[src/rtl/fifo_fft_frame_reader.sv]
// fifo_fft_frame_reader
// Read-side consumer of the FFT distributed FIFO. A start pulse in IDLE drains
// exactly FRAME_LEN words from the FIFO read port and emits them as one
// valid/ready frame with m_tlast on the final word. A 2-entry output buffer
// hides the FIFO read latency (RD_LATENCY 0 = show-ahead, 1 = registered) and
// sustains one word per cycle while m_tready stays high.
//
// Ports
//   rd_clk, rd_rst          clock, asynchronous active-high reset
//   start                   frame request pulse (ignored unless IDLE)
//   busy                    high in RUN / DRAIN / DONE
//   frame_done              one-cycle pulse after the last word is accepted
//   fifo_rd_en              FIFO read enable (never high while fifo_empty)
//   fifo_rd_data            FIFO read data
//   fifo_empty              FIFO empty flag
//   m_tdata/m_tvalid/
//   m_tready/m_tlast        output stream
//   sample_cnt              words accepted downstream in the current frame
module fifo_fft_frame_reader #(
    parameter int DATA_WIDTH = 32,
    parameter int RD_LATENCY = 0,
    parameter int FRAME_LEN  = 1024,
    parameter int CNT_W      = $clog2(FRAME_LEN + 1)
) (
    input  logic                  rd_clk,
    input  logic                  rd_rst,
    input  logic                  start,
    output logic                  busy,
    output logic                  frame_done,
    output logic                  fifo_rd_en,
    input  logic [DATA_WIDTH-1:0] fifo_rd_data,
    input  logic                  fifo_empty,
    output logic [DATA_WIDTH-1:0] m_tdata,
    output logic                  m_tvalid,
    input  logic                  m_tready,
    output logic                  m_tlast,
    output logic [CNT_W-1:0]      sample_cnt
);

    localparam bit               LAT1     = (RD_LATENCY != 0);
    localparam logic [CNT_W-1:0] LEN      = CNT_W'(FRAME_LEN);
    localparam logic [CNT_W-1:0] LAST_IDX = CNT_W'(FRAME_LEN - 1);

    typedef enum logic [1:0] {
        S_IDLE,
        S_RUN,
        S_DRAIN,
        S_DONE
    } state_t;

    state_t state, state_nxt;

    logic [CNT_W-1:0]                 issued;    // reads issued this frame
    logic [CNT_W-1:0]                 pushed;    // words written into the buffer
    logic                             inflight;  // read issued, data due next cycle
    logic [1:0]                       occ;       // buffer occupancy 0..2
    logic [1:0][DATA_WIDTH-1:0]       buf_data;
    logic [1:0]                       buf_last;
    logic                             rd_ptr;
    logic                             wr_ptr;
    logic                             pop;
    logic                             push;
    logic                             start_acc;
    logic [2:0]                       used_after;

    // ---------------------------------------------------------------
    // Stream side: head entry of the buffer
    // ---------------------------------------------------------------
    assign m_tvalid = (occ != 2'd0);
    assign m_tdata  = buf_data[rd_ptr];
    // Stale last flags may remain in an emptied slot, so qualify with valid.
    assign m_tlast  = buf_last[rd_ptr] & m_tvalid;
    assign pop      = m_tvalid & m_tready;

    // ---------------------------------------------------------------
    // Read issue. Slots committed after this cycle = occ + inflight - pop;
    // a word popped this cycle frees its slot for a read in the same cycle,
    // which is what lets the reader sustain one word per cycle.
    // ---------------------------------------------------------------
    assign used_after = {1'b0, occ} + {2'b00, inflight} - {2'b00, pop};
    assign fifo_rd_en = (state == S_RUN) && !fifo_empty && (issued < LEN)
                        && (used_after < 3'd2);

    // With a registered FIFO the word shows up one cycle after the read.
    assign push = LAT1 ? inflight : fifo_rd_en;

    // ---------------------------------------------------------------
    // FSM
    // ---------------------------------------------------------------
    always_ff @(posedge rd_clk or posedge rd_rst) begin
        if (rd_rst) state <= S_IDLE;
        else        state <= state_nxt;
    end

    always_comb begin
        state_nxt = state;
        start_acc = 1'b0;
        case (state)
            S_IDLE: begin
                if (start) begin
                    state_nxt = S_RUN;
                    start_acc = 1'b1;
                end
            end
            S_RUN: begin
                // With show-ahead reads the final word can already be accepted
                // in the cycle RUN notices all reads are issued.
                if (issued == LEN) state_nxt = (pop && m_tlast) ? S_DONE : S_DRAIN;
            end
            S_DRAIN: begin
                if (pop && m_tlast) state_nxt = S_DONE;
            end
            S_DONE: state_nxt = S_IDLE;
            default: state_nxt = S_IDLE;
        endcase
    end

    assign busy       = (state != S_IDLE);
    assign frame_done = (state == S_DONE);

    // ---------------------------------------------------------------
    // Counters
    // ---------------------------------------------------------------
    always_ff @(posedge rd_clk or posedge rd_rst) begin
        if (rd_rst) begin
            issued     <= '0;
            pushed     <= '0;
            sample_cnt <= '0;
            inflight   <= 1'b0;
        end else begin
            inflight <= LAT1 && fifo_rd_en;
            if (start_acc) begin
                issued     <= '0;
                pushed     <= '0;
                sample_cnt <= '0;
            end else begin
                if (fifo_rd_en) issued <= issued + CNT_W'(1);
                if (push)       pushed <= pushed + CNT_W'(1);
                if (pop && (sample_cnt != LEN)) sample_cnt <= sample_cnt + CNT_W'(1);
            end
        end
    end

    // ---------------------------------------------------------------
    // 2-entry output buffer. Each word is tagged with its last flag on
    // entry, since the buffer preserves order.
    // ---------------------------------------------------------------
    always_ff @(posedge rd_clk or posedge rd_rst) begin
        if (rd_rst) begin
            buf_data <= '0;
            buf_last <= '0;
            rd_ptr   <= 1'b0;
            wr_ptr   <= 1'b0;
            occ      <= 2'd0;
        end else begin
            if (push) begin
                buf_data[wr_ptr] <= fifo_rd_data;
                buf_last[wr_ptr] <= (pushed == LAST_IDX);
                wr_ptr           <= ~wr_ptr;
            end
            if (pop) rd_ptr <= ~rd_ptr;
            occ <= occ + {1'b0, push} - {1'b0, pop};
        end
    end

endmodule

[config.mk]
export PLATFORM = sky130hd
export DESIGN_NAME = fifo_fft_frame_reader
export DESIGN_NICKNAME = d
export VERILOG_FILES = /design/src/rtl/fifo_fft_frame_reader.sv
export SDC_FILE = /design/constraint.sdc
export NUM_CORES = 1
export LEC_CHECK = 0
export ABC_AREA = 0
export BUFFER_PORTS_ARGS = -buffer_cell sky130_fd_sc_hd__clkbuf_2
export CAP_MARGIN = 20
export CELL_PAD_IN_SITES_DETAIL_PLACEMENT = 1
export CELL_PAD_IN_SITES_GLOBAL_PLACEMENT = 1
export CORE_ASPECT_RATIO = 1.5
export CORE_MARGIN = 5
export CORE_UTILIZATION = 34
export DETAILED_ROUTE_END_ITERATION = 6
export PLACE_DENSITY_LB_ADDON = 0.1
export SYNTH_ARGS = -nofsm -noshare
export SYNTH_HDL_FRONTEND = slang
export SYNTH_SLANG_ARGS = --single-unit
[constraint.sdc]
create_clock -name rd_clk -period 4.3 [get_ports rd_clk]
set_input_delay 0.86 -clock rd_clk [delete_from_list [all_inputs] [get_ports rd_clk]]
set_output_delay 0.86 -clock rd_clk [all_outputs]
set_load 0.03 [all_outputs]
==> results_dict.tcl <==
set metrics [dict create \
    crit_arrival_ns 2.04 \
    p_sw_frac 0.410 \
    drive_gt1_frac 0.422 \
    power_leakage_nw 2.67 \
    avgRoutedWirePerCell_um 16.8 \
    viasPerCell 4.97 \
    worst_ep_required_time_ns 3.44 \
    area_growth_pct 19.2 \
    slew_headroom 0.627 \
    synth_top_family_by_area "multiplexers" \
    synth_simple_gate_area_frac 0.0853 \
    hold_viol 0 \
    dpl-instance-area_mm2 0.00565 \
    wl_um 11500 \
    ys_async_sr_fraction 1.00 \
    ioPinCount 85 \
    max_freq_mhz 345 \
    num_vias 3414 \
    die_area_mm2 0.0173 \
    firstDrtPassIters 4 \
    path_class "reg2out" \
    numCtsBuffers 9 \
    vdd_drop_max_v 0.000361 \
    portBuffers 84 \
    drtIter0Drc 62 \
    hold_class "in2async" \
    p_seq_frac 0.372 \
    synth-compound-area-share 0.0763 \
    switchingPower_w 0.00186 \
    grt_pass1_wl_um 19300 \
    pre_cts_ws_ns 1.53 \
    multiInputGateArea_mm2 0.00225 \
    syn_avg_cell_area_um2 12.4 \
    p_comb_frac 0.449 \
    cts-root-buf "clkbuf_16" \
    ys_top_cells_by_area "dfrtp_1 (53%), mux2_2 (20%), xnor2_1 (2.8%)" \
    worstMarginPinSlew_ns 0.560 \
    yosysTopAreaCellShare 0.525 \
    core.rowCount 54 \
    critPathLaunchType "flop" \
    setup_tns_ns 0 \
    yosys.area.top_type "dfrtp_1" \
    power.internal_w 0.00268 \
    synth_most_common_cell "dfrtp_1" \
    synthCells 402 \
    status "completed" \
    synthAdderAreaFrac 0.0250 \
    grt_max_degree 81 \
    min_period_over_period 0.674 \
    place_hpwl_um 8050 \
    ys_warn_count 0 \
    finish.instance_area_mm2 0.00596 \
    synth_xor_xnor_area_share 0.0368 \
    die_y_um 159 \
    cts_tree "built" \
    syn_nets 449 \
    power_frac_clock 0.179 \
    cap_violations 0 \
    yosys.cell_types.count 49 \
    syn_area_mm2 0.00500 \
    regArea_mm2 0.00263 \
    min_period_ns 2.90 \
    drcViolationCount 0 \
    cts_max_level 3 \
    first_global_vias 3845 \
    grtUsageTotal 0.143 \
    ys_top_cells_by_count "dfrtp_1 (105), mux2_2 (90), nor2_1 (24)" \
    cts_resized 0 \
    nets 533 \
    fill_cells 1615 \
    antenna_cells 0 \
    fin_ws_ns 1.40 \
    critical_path_peak_fanout 5 \
    grt_remaining_overflow 0 \
    synthFlopType "dfrtp_1" \
    ant_nets 0 \
    initial_core_util 0.345 \
    end_kind "output pin" \
    powerDensity_mw_per_mm2 761 \
    cts.clk_slew.worst_paths_ns 0.08 \
    final_max_slew_viol_count 0 \
    synth_seq_area_share 0.525 \
    hold_buffers 0 \
    skew_ns 0.0132 \
    die_w_um 109 \
    synth_edf_count 0 \
    place_congestion 0.715 \
    clk_latency_ns 0.35 \
    antenna_found_initial 0 \
    cts_sinks 105 \
    setup_viol 0 \
    rsz0062_at_grt "no" \
    clockBufferDepth 2 \
    synth_seq_cells 105 \
    core_mm2 0.0145 \
    cts_setup_buffers 0 \
    synthMuxAreaShare 0.224 \
]
## critical path, cell delays in order, from the launching register on
cell	delay [ns]
dfrtp_1	0.43
inv_1	0.13
ha_1	0.21
nor3b_2	0.34
o21ai_1	0.14
inv_1	0.20
clkbuf_2	0.24
## metal layers
metal	wire, µm	GRT usage
met5	0	0
met2	6060	0.254
met1	4660	0.162
met4	209	0.0535
met3	600	0.0398
## cells by family after synthesis
kind of cell / count (synthesis)
DFF: 105
muxes: 100
and+or+nand+nor: 83
AOI/OAI and AO/OA: 50
buffers and inverters: 33
xor gates and xnor gates: 21
adders and majority gates: 10
## layout by cell type (no fill, tap or decap), types with 6 or more instances in the layout
cell type	n
dfrtp_1	105
mux2_2	90
clkbuf_2	84
nor2_1	23
nand2_1	17
xnor2_1	16
inv_1	14
a21oi_1	11
ha_1	10
clkbuf_16	9
nand3_1	8
mux2_1	7
o31ai_1	7
or4_1	7
o21ai_0	7
buf_4	6
## layout make-up
class                      instances  area share
multi-input combinational        264       0.377
tap                              196      0.0411
sequential                       105       0.441
clock inverter                     5     0.00776
inverter                          15     0.00986
clock buffer                      11      0.0407
timing repair buffer              91      0.0827
## final timing paths
check                              from  slack, ns  cells past startpoint             to
setup reg to reg               state[1]       1.80                      8    buf_data[0]
max in group asynchronous        rd_rst       2.90                      4    buf_data[0]
hold / removal                   rd_rst       0.41                      2  sample_cnt[6]
setup / recovery               state[1]       1.40                      6     fifo_rd_en
min in group rd_clk        buf_data[27]       0.48                      1   buf_data[27]
hold reg to reg            buf_data[27]       0.48                      1   buf_data[27]
## metrics by stage
stage | std cells | total power (W) | hold WS (ns) | utilization
6_report | 687 | 0.00454 | 0.414 | 0.411
2_1_floorplan | 402 | 0.00323 | 0.450 | -
3_5_place_dp | 670 | 0.00380 | 0.475 | 0.389
4_1_cts | 686 | 0.00464 | 0.492 | 0.409
3_3_place_gp | 670 | 0.00374 | 0.464 | 0.389
5_1_grt | 687 | 0.00487 | 0.414 | 0.411
## power by group through the flow
stage	registers [W]	logic [W]	clock network [W]
2_1_floorplan	0.00165	0.00158	0
3_3_place_gp	0.00169	0.00205	0
3_5_place_dp	0.00172	0.00208	0
4_1_cts	0.00170	0.00209	0.000846
5_1_grt	0.00175	0.00223	0.000885
6_report	0.00169	0.00204	0.000811
## registers in the layout (all words and copies together), names as in the netlist
register and flops:
buf_data 64, issued 11, pushed 11, sample_cnt 11
buf_last 2, occ 2, state 2, rd_ptr 1
wr_ptr 1
(Power assumes the default switching activity.)
